File: src/rtl/bcrypt_pkg.sv
// Shared types and constants for the Blowfish/bcrypt key-schedule block.
// Latency: n/a (declarations only).
// Backpressure: n/a.
package bcrypt_pkg;

    localparam int P_ENTRIES = 18;
    localparam int S_ENTRIES = 256;
    localparam int NUM_ENC   = 521;
    localparam int S1_BASE   = 18;
    localparam int S2_BASE   = 274;
    localparam int S3_BASE   = 530;
    localparam int S4_BASE   = 786;
    localparam int IDX_W     = 11;

    typedef enum logic [3:0] {
        IDLE,
        KX_RD,
        KX_W0,
        KX_W1,
        KX_WR,
        ENC_GO,
        ENC_WAIT,
        ST_L,
        ST_R,
        DONE
    } state_t;

    // One SRAM control bundle: select, write enable (both active low), address.
    typedef struct packed {
        logic       cs_l;
        logic       we_l;
        logic [7:0] addr;
    } mem_port_t;

endpackage

File: src/rtl/store_decode.sv
// Maps an 11-bit linear store index onto the P / S1..S4 write ports.
// Latency: combinational.
// Backpressure: none; an idle strobe leaves every port deselected.
module store_decode
    import bcrypt_pkg::*;
(
    input  logic [IDX_W-1:0] idx,
    input  logic             wr,
    output mem_port_t        p_port,
    output mem_port_t [3:0]  s_port
);

    // Select exactly one memory for the index range it owns; all others stay idle.
    always_comb begin
        p_port = '{cs_l: 1'b1, we_l: 1'b1, addr: 8'd0};
        for (int m = 0; m < 4; m++) begin
            s_port[m] = '{cs_l: 1'b1, we_l: 1'b1, addr: 8'd0};
        end
        if (wr) begin
            if (idx < IDX_W'(S1_BASE)) begin
                p_port = '{cs_l: 1'b0, we_l: 1'b0, addr: idx[7:0]};
            end else if (idx < IDX_W'(S2_BASE)) begin
                s_port[0] = '{cs_l: 1'b0, we_l: 1'b0, addr: 8'(idx - IDX_W'(S1_BASE))};
            end else if (idx < IDX_W'(S3_BASE)) begin
                s_port[1] = '{cs_l: 1'b0, we_l: 1'b0, addr: 8'(idx - IDX_W'(S2_BASE))};
            end else if (idx < IDX_W'(S4_BASE)) begin
                s_port[2] = '{cs_l: 1'b0, we_l: 1'b0, addr: 8'(idx - IDX_W'(S3_BASE))};
            end else if (idx < IDX_W'(S4_BASE + S_ENTRIES)) begin
                s_port[3] = '{cs_l: 1'b0, we_l: 1'b0, addr: 8'(idx - IDX_W'(S4_BASE))};
            end
        end
    end

endmodule

File: src/rtl/expand_key.sv
// bcrypt ExpandKey controller: key XOR into P, then 521 chained Feistel encryptions stored over P/S.
// Latency: start to done = 1 + 72 + 521*(F+3) + 1 cycles, F = feistel start-to-done cycles.
// Backpressure: stalls in ENC_WAIT until fe_done; start while busy is ignored.
module expand_key
    import bcrypt_pkg::*;
#(
    parameter int W             = 32,
    parameter int KEY_WORDS_MAX = 18
) (
    input  logic           clk,
    input  logic           reset_l,
    input  logic           start,
    input  logic           salt_en,
    input  logic [4*W-1:0] salt,
    input  logic [4:0]     key_len,
    output logic [4:0]     key_addr,
    output logic           key_cs_l,
    input  logic [W-1:0]   key_out,
    output logic [7:0]     p_addr,
    output logic           p_cs_l,
    output logic           p_we_l,
    output logic [W-1:0]   p_in,
    input  logic [W-1:0]   p_out,
    output logic [7:0]     s1_addr,
    output logic [7:0]     s2_addr,
    output logic [7:0]     s3_addr,
    output logic [7:0]     s4_addr,
    output logic           s1_cs_l,
    output logic           s2_cs_l,
    output logic           s3_cs_l,
    output logic           s4_cs_l,
    output logic           s1_we_l,
    output logic           s2_we_l,
    output logic           s3_we_l,
    output logic           s4_we_l,
    output logic [W-1:0]   s_in,
    output logic           fe_start,
    output logic [W-1:0]   fe_L,
    output logic [W-1:0]   fe_R,
    input  logic           fe_done,
    input  logic [W-1:0]   fe_resultL,
    input  logic [W-1:0]   fe_resultR,
    output logic           fe_active,
    output logic           busy,
    output logic           done
);

    state_t           state, state_nxt;
    logic [4:0]       kx_idx;
    logic [4:0]       key_idx;
    logic [4:0]       key_len_q;
    logic [9:0]       enc_idx;
    logic             salt_en_q;
    logic [W-1:0]     l_q, r_q;
    logic [4:0]       key_len_eff;
    logic [W-1:0]     salt_a, salt_b;
    logic [IDX_W-1:0] st_idx;
    logic             st_wr;
    logic [W-1:0]     st_dat;
    mem_port_t        p_port;
    mem_port_t [3:0]  s_port;

    assign key_len_eff = (key_len == 5'd0 || key_len > 5'(KEY_WORDS_MAX)) ?
                         5'(KEY_WORDS_MAX) : key_len;

    // Even encryptions use the upper salt half, odd ones the lower half.
    assign salt_a = !salt_en_q ? '0 : (enc_idx[0] ? salt[2*W-1 -: W] : salt[4*W-1 -: W]);
    assign salt_b = !salt_en_q ? '0 : (enc_idx[0] ? salt[W-1:0]      : salt[3*W-1 -: W]);

    assign st_wr  = (state == ST_L) || (state == ST_R);
    assign st_idx = {enc_idx, (state == ST_R)};
    assign st_dat = (state == ST_R) ? r_q : l_q;

    store_decode u_store_decode (
        .idx    (st_idx),
        .wr     (st_wr),
        .p_port (p_port),
        .s_port (s_port)
    );

    // State register.
    always_ff @(posedge clk or negedge reset_l) begin
        if (!reset_l) state <= IDLE;
        else          state <= state_nxt;
    end

    // Next-state sequencing through key XOR, encrypt and store phases.
    always_comb begin
        state_nxt = state;
        case (state)
            IDLE:     if (start) state_nxt = KX_RD;
            KX_RD:    state_nxt = KX_W0;
            KX_W0:    state_nxt = KX_W1;
            KX_W1:    state_nxt = KX_WR;
            KX_WR:    state_nxt = (kx_idx == 5'(P_ENTRIES - 1)) ? ENC_GO : KX_RD;
            ENC_GO:   state_nxt = ENC_WAIT;
            ENC_WAIT: if (fe_done) state_nxt = ST_L;
            ST_L:     state_nxt = ST_R;
            ST_R:     state_nxt = (enc_idx == 10'(NUM_ENC - 1)) ? DONE : ENC_GO;
            DONE:     state_nxt = IDLE;
            default:  state_nxt = IDLE;
        endcase
    end

    // Loop counters, captured parameters, chained block and feistel handshake registers.
    always_ff @(posedge clk or negedge reset_l) begin
        if (!reset_l) begin
            kx_idx    <= '0;
            key_idx   <= '0;
            key_len_q <= '0;
            enc_idx   <= '0;
            salt_en_q <= 1'b0;
            l_q       <= '0;
            r_q       <= '0;
            fe_L      <= '0;
            fe_R      <= '0;
            fe_start  <= 1'b0;
        end else begin
            fe_start <= 1'b0;
            case (state)
                IDLE: if (start) begin
                    kx_idx    <= '0;
                    key_idx   <= '0;
                    enc_idx   <= '0;
                    key_len_q <= key_len_eff;
                    salt_en_q <= salt_en;
                end
                KX_WR: begin
                    key_idx <= (key_idx + 5'd1 == key_len_q) ? 5'd0 : key_idx + 5'd1;
                    if (kx_idx == 5'(P_ENTRIES - 1)) begin
                        l_q     <= '0;
                        r_q     <= '0;
                        enc_idx <= '0;
                    end else begin
                        kx_idx <= kx_idx + 5'd1;
                    end
                end
                ENC_GO: begin
                    fe_L     <= l_q ^ salt_a;
                    fe_R     <= r_q ^ salt_b;
                    fe_start <= 1'b1;
                end
                ENC_WAIT: if (fe_done) begin
                    l_q <= fe_resultL;
                    r_q <= fe_resultR;
                end
                ST_R: if (enc_idx != 10'(NUM_ENC - 1)) enc_idx <= enc_idx + 10'd1;
                default: ;
            endcase
        end
    end

    // SRAM port drive: key/P reads and P write-back during key XOR, decoded stores afterwards.
    always_comb begin
        key_addr = '0;
        key_cs_l = 1'b1;
        p_addr   = '0;
        p_cs_l   = 1'b1;
        p_we_l   = 1'b1;
        p_in     = '0;
        s_in     = '0;
        case (state)
            KX_RD: begin
                key_cs_l = 1'b0;
                p_cs_l   = 1'b0;
                key_addr = key_idx;
                p_addr   = {3'b000, kx_idx};
            end
            KX_W0, KX_W1: begin
                key_addr = key_idx;
                p_addr   = {3'b000, kx_idx};
            end
            KX_WR: begin
                key_addr = key_idx;
                p_addr   = {3'b000, kx_idx};
                p_cs_l   = 1'b0;
                p_we_l   = 1'b0;
                p_in     = p_out ^ key_out;
            end
            ST_L, ST_R: begin
                p_addr = p_port.addr;
                p_cs_l = p_port.cs_l;
                p_we_l = p_port.we_l;
                p_in   = st_dat;
                s_in   = st_dat;
            end
            default: ;
        endcase
    end

    assign s1_addr = s_port[0].addr;
    assign s2_addr = s_port[1].addr;
    assign s3_addr = s_port[2].addr;
    assign s4_addr = s_port[3].addr;
    assign s1_cs_l = s_port[0].cs_l;
    assign s2_cs_l = s_port[1].cs_l;
    assign s3_cs_l = s_port[2].cs_l;
    assign s4_cs_l = s_port[3].cs_l;
    assign s1_we_l = s_port[0].we_l;
    assign s2_we_l = s_port[1].we_l;
    assign s3_we_l = s_port[2].we_l;
    assign s4_we_l = s_port[3].we_l;

    assign fe_active = (state == ENC_WAIT);
    assign busy      = (state != IDLE);
    assign done      = (state == DONE);

endmodule

File: config.mk
export PLATFORM = sky130hd
export DESIGN_NAME = expand_key
export DESIGN_NICKNAME = d
export VERILOG_FILES = /design/src/rtl/bcrypt_pkg.sv /design/src/rtl/store_decode.sv /design/src/rtl/expand_key.sv
export SDC_FILE = /design/constraint.sdc
export NUM_CORES = 1
export LEC_CHECK = 0
export CAP_MARGIN = 10
export CORE_AREA = 3 3 178 180
export CTS_CLUSTER_DIAMETER = 80
export CTS_CLUSTER_SIZE = 10
export DETAILED_ROUTE_END_ITERATION = 10
export DIE_AREA = 0 0 181 183
export PLACE_DENSITY_LB_ADDON = 0.1
export SYNTH_ARGS = -nofsm -noshare
export SYNTH_HDL_FRONTEND = slang
export SYNTH_SLANG_ARGS = --single-unit
File: constraint.sdc
create_clock -name clk -period 6.6 [get_ports clk]
set_input_delay 0.66 -clock clk [delete_from_list [all_inputs] [get_ports clk]]
set_output_delay 0.66 -clock clk [all_outputs]
set_load 0.02 [all_outputs]
==> summary.md, run 1 <==
| Metric | Value |
|---|---|
| First-pass GRT wire length | `53700 um` |
| Nets | `1632` |
| Final-report setup violation count | `0` |
| Max Slew Vio Count | `0` |
| Final Util | `48.3%` |
| Fin. Hold Viols | `0` |
| Clk buf depth | `2` |
| Routed wire length | `35800 um` |
| Max Clk Rate | `221 MHz` |
| Die H | `183 um` |
| Period Utilization, post-route | `68.6%` |
| Fin Hold WS | `160 ps` |
| Crit path time final | `4530 ps` |
| Critical path class | `register to primary output` |
| Placer Congestion | `0.825` |
| Yosys reg bits | `159` |
| CP arrival | `3870 ps` |
| Post-synth EDFFs | `0` |
| Ports | `454` |
| Worst relative slew slack | `34.4%` |
| Dpl hpwl | `26700 um` |
| Status | `completed` |
| CTS tree | `done` |
| Power Dens Cells | `370 mW/mm2` |
| Area of the multi-input gates | `0.00498 mm2` |
| Die X | `181 um` |
| CTS resizes | `0` |
| Max IR drop VDD | `0.000176 V` |
| Largest net degree at the start of global routing | `81` |
| Clk Latency, worst-skew pair | `420 ps` |
| Initial core utilization | `30.7%` |
| Ys flop type | `dfrtp_1` |
| Total grt overflow | `0` |
| Post-CTS Setup Inserts | `0` |
| Clock Pin Slew Worst Setup and Hold Paths | `70 ps` |
| Distinct cells, synth | `60` |
| Cell Count, Final, Fillers Out | `1772` |
| Measured slew at the worst slew-check pin | `982 ps` |
| Layout fillers | `2927` |
| Vias in the first global route | `8938` |
| Nature of the critical path endpoint | `primary output` |
| Post-synthesis async set-or-reset flop share | `100%` |
| Vias | `8781` |
| Hold Buf Count CTS | `0` |
| Crit Path Max Fanout | `35` |
| Yosys warns | `0` |
| Gate Count Post-Synth | `954` |
| 1st-iter DRT viols | `415` |
| Synthesized area | `0.00931 mm2` |
| Wire per inst | `20.2 um` |
| Vias per cell | `4.96` |
| Die area | `0.0331 mm2` |
| Min-Delay Path Class | `input pin to asynchronous set/reset pin` |
| Initial antenna violation count | `3` |
| Layout cell share with drive strength beyond 1 | `9.40%` |
| Max H-tree Level | `4` |
| Setup_tns | `0 ps` |
| Mean Syn Cell Area | `9.76 um2` |
| Sequential cell area | `0.00398 mm2` |
| DRC viols | `0` |
| Num CTS Buffers | `17` |
| Placed cell count | `1737` |
| Sink Count | `159` |
| Leakage | `6.12 nW` |
| Crit path required time | `5940 ps` |
| IO Port Bufs | `450` |
| Commonest cells after routing, fill and taps aside | `clkdlybuf4s50_1 (449), dfrtp_1 (157), xor2_1 (101), a22o_1 (100), nand2_1 (85)` |
| R2R depth | `6` |
| Most common cell after layout, fill and taps aside | `clkdlybuf4s50_1` |
| Worst Setup Start Kind | `register` |
| Drt first pass iters | `5` |
| Worst Skew | `12.9 ps` |
| PnR worst setup slack | `2070 ps` |
| All-layer global routing usage | `20.9%` |
| Sequential-to-total area share from yosys stat | `42.7%` |
| MaxCap Viol Count | `0` |
| P&R area growth vs syn | `57.5%` |
| Dpl ws | `2470 ps` |
| Number of cell rows | `64` |
| Post-route ant nets | `0` |
| Core area | `0.0303 mm2` |
| RSZ-0062 raised after global routing | `no` |
| Root Buffer | `clkbuf_16` |
==> cell families (layout without fill, tap and decap cells) <==
kind of cell | count (synthesis) | in the layout | share of synthesized area [%]
compound gates | 250 | 250 | 19.2
xor+xnor | 113 | 113 | 10.9
fa+ha+maj | 6 | 6 | 0.806
buf+inv | 86 | 503 | 4.10
flops | 159 | 159 | 42.7
mux | 66 | 66 | 7.97
other cells | 1 | 6 | 0.0403
simple gates | 273 | 273 | 14.3
==> stage by stage <==
| step | power, mW | cell area [um2] |
|---|---|---|
| after floorplan | 3.33 | 9320 |
| after global placement | 4.51 | 14100 |
| after detailed placement | 4.55 | 14100 |
| after CTS | 5.52 | 14700 |
| after global routing | 5.81 | 14700 |
| final | 5.43 | 14700 |
==> final timing paths <==
| check | from | end | slack, ps |
|---|---|---|---|
| max | state[1] | p_addr[4] | 2070 |
| min | reset_l | fe_R[0] | 160 |
| max reg2reg | state[1] | fe_R[27] | 3650 |
| min reg2reg | key_len_q[2] | key_len_q[2] | 480 |
| max in group asynchronous | reset_l | salt_en_q | 5220 |
| min in group clk | key_len_q[2] | key_len_q[2] | 480 |
==> cells in the mapped netlist (7+ instances only) <==
library cell	instances	area share, %
o31ai_1	7	0.56
xnor2_1	10	0.94
a22o_1	100	9.4
nor3_1	29	1.6
nor2_1	83	3.3
buf_4	7	0.56
clkbuf_1	44	1.8
inv_1	7	0.28
nand2_1	85	3.4
buf_2	20	1.1
o21ai_0	17	0.91
xor2_1	101	9.5
a21oi_1	73	3.9
dfrtp_1	159	43
nor4_1	12	0.81
buf_1	7	0.28
a21o_1	34	2.7
mux2_2	65	7.9
nand3_1	10	0.54
==> final cells by class <==
type,count,area share (%)
clock buffers,20,3.05
repair buffers,464,31.5
diodes,3,0.0512
flip-flops and latches,159,27.2
well taps,396,3.38
clock inverters,12,0.708
inverters,7,0.179
multi-input cells,711,34.0
==> worst max-delay path, stage by stage (launching register included) <==
cell and delay [ps]:
dfrtp_1 660, and4b_2 940, o21ai_1 390, nor3_1 600
a22o_1 240, clkdlybuf4s50_1 620
==> state kept, by name (all words and copies together), names as in the netlist <==
signal	count
fe_L	32
fe_R	32
l_q	32
r_q	32
enc_idx	10
key_idx	5
key_len_q	5
kx_idx	5
state	4
fe_start	1
salt_en_q	1
==> per-layer routing <==
metal / global-route usage [%] / wire length, um / vias up
met4: 4.78 / 373 / 0
met2: 37.1 / 18300 / 317
met1: 25.5 / 14900 / 4234
met3: 5.36 / 2360 / 24
met5: 0 / 0 / -
li1: - / - / 4206
==> report_power, final <==
part | switching, mW | internal [mW] | total, mW
clock | 0.437 | 0.502 | 0.939
sequential | 0.428 | 1.39 | 1.82
combinational | 1.36 | 1.30 | 2.67
(Power assumes the default switching activity.)
==> inputs of run 2 (changes only) <==
==> constraint.sdc (replaced) <==
create_clock -name clk -period 4 [get_ports clk]
set_input_delay 0.4 -clock clk [delete_from_list [all_inputs] [get_ports clk]]
set_output_delay 0.4 -clock clk [all_outputs]
set_load 0.02 [all_outputs]
==> run 2 against run 1 <==
Clock skew grew 1.8 ps. Critical path depth grew 1. Critical path type unchanged. Clock power grew 63%. Hold slack lost 100 ps. Largest cell class unchanged. Power grew 65%. Worst setup slack lost 1600 ps.
==> summary.md, run 2 (synthesized netlist as in run 1, its figures left out) <==
| Metric | Value |
|---|---|
| Status | `completed` |
| Post-CTS Setup Inserts | `0` |
| Worst relative slew slack | `28.5%` |
| Num CTS Buffers | `17` |
| R2R depth | `6` |
| Worst Setup SP | `state[2]` |
| Number of cell rows | `64` |
| RSZ-0062 raised after global routing | `no` |
| Initial core utilization | `30.7%` |
| Core area | `0.0303 mm2` |
| Vias per cell | `5.02` |
| Critical path class | `register to primary output` |
| Max incr delay on CP | `630 ps` |
| Most common cell after layout, fill and taps aside | `clkdlybuf4s50_1` |
| Clk buf depth | `2` |
| 1st-iter DRT viols | `387` |
| CP arrival | `3140 ps` |
| Dpl hpwl | `26600 um` |
| Root Buffer | `clkbuf_16` |
| All-layer global routing usage | `21.0%` |
| Sink Count | `159` |
| Die X | `181 um` |
| Worst Skew | `14.7 ps` |
| Max H-tree Level | `4` |
| Total grt overflow | `0` |
| First-pass GRT wire length | `54000 um` |
| Die H | `183 um` |
| Max stage delay cell, worst path | `dfrtp_1` |
| Nature of the critical path endpoint | `primary output` |
| Critical-path cell list | `and4b_2, buf_4, nor2_1, buf_4, or3_1, clkdlybuf4s50_1` |
| DRC viols | `0` |
| Initial antenna violation count | `2` |
| CTS tree | `done` |
| Vias | `8892` |
| CTS resizes | `0` |
| P&R area growth vs syn | `57.6%` |
| Setup_tns | `0 ps` |
| Commonest cells after routing, fill and taps aside | `clkdlybuf4s50_1 (449), dfrtp_1 (157), xor2_1 (101), a22o_1 (100), nand2_1 (85)` |
| Power Dens Cells | `611 mW/mm2` |
| Routed wire length | `36000 um` |
| IO Port Bufs | `450` |
| Most used cell, CP | `buf_4` |
| Worst R2R End | `enc_idx[8]` |
| Largest net degree at the start of global routing | `130` |
| Final-report setup violation count | `0` |
| Wire per inst | `20.3 um` |
| Clk Latency, worst-skew pair | `430 ps` |
| Max Clk Rate | `283 MHz` |
| FF-to-FF Start | `state[2]` |
| Layout cell share with drive strength beyond 1 | `9.59%` |
| Max IR drop VDD | `0.000356 V` |
| Worst Setup Start Kind | `register` |
| Crit path time final | `3540 ps` |
| Period Utilization, post-route | `88.4%` |
| Measured slew at the worst slew-check pin | `1070 ps` |
| Vias in the first global route | `8919` |
| Nets | `1635` |
| Power Total | `8.96 mW` |
| Crit path required time | `3600 ps` |
| Max Slew Vio Count | `0` |
| Met1 GRT Util | `25.9%` |
| Placer Congestion | `0.819` |
| R2R Setup Slk | `1340 ps` |
| Die area | `0.0331 mm2` |
| Layout fillers | `2931` |
| Fin Hold WS | `57.3 ps` |
| Min-Delay Path Class | `input pin to asynchronous set/reset pin` |
| Fin. Hold Viols | `0` |
| Drt first pass iters | `6` |
| Diodes inserted | `0` |
| Clock Pin Slew Worst Setup and Hold Paths | `70 ps` |
| M2 GR Usage | `36.4%` |
| Met3 Track Usage GR | `5.63%` |
| Leakage | `6.14 nW` |
| Crit Path Max Fanout | `34` |
| Post-route ant nets | `0` |
| Ports | `454` |
| Hold Buf Count CTS | `0` |
| MaxCap Viol Count | `0` |
| Most Crowded Layer GR | `met2` |
-- run 2: final cells by class --
class / instances / area, um2 / share of cell area (%)
multi-input cells: 711 / 4980 / 34.0
inverters: 7 / 26.3 / 0.179
repair buffers: 467 / 4650 / 31.7
well taps: 396 / 495 / 3.38
clock inverters: 13 / 105 / 0.716
clock buffers: 19 / 433 / 2.95
flip-flops and latches: 159 / 3980 / 27.2
-- run 2: critical path, delay by kind of cell (launching register included) --
kind / cells / cell delay [ps]
buffers and inverters: 3 / 1220
flip-flops: 1 / 630
AND/OR/NAND/NOR: 3 / 850
-- run 2: how the worst max path moves through the flow --
stage,to,cells past startpoint,slack (ps)
2_1_floorplan,s3_addr[6],9,1050
3_3_place_gp,s3_we_l,6,890
3_5_place_dp,s3_cs_l,6,860
4_1_cts,s3_cs_l,6,400
5_1_grt,p_addr[4],5,210
6_report,s3_cs_l,6,460
-- run 2: routing by layer --
metal | vias up | part of all wire, %
li1 | 4219 | -
met1 | 4273 | 41
met2 | 358 | 50
met3 | 38 | 7.3
met4 | 4 | 2.1
met5 | - | 0.094
-- run 2: through the flow --
stage / std cells / setup WS (ps) / util (%) / cell area, um2
after floorplan: 956 / 1050 / - / 9320
after global placement: 1740 / 890 / 46.6 / 14100
after detailed placement: 1740 / 856 / 46.6 / 14100
after CTS: 1772 / 404 / 48.3 / 14700
after global routing: 1772 / 208 / 48.3 / 14700
final: 1772 / 463 / 48.3 / 14700
-- run 2: where the power goes --
part	leakage, nW	internal [mW]	switching (mW)	total [mW]
registers	1.93	2.30	0.718	3.02
logic	3.96	2.17	2.25	4.41
clock network	0.257	0.809	0.725	1.53
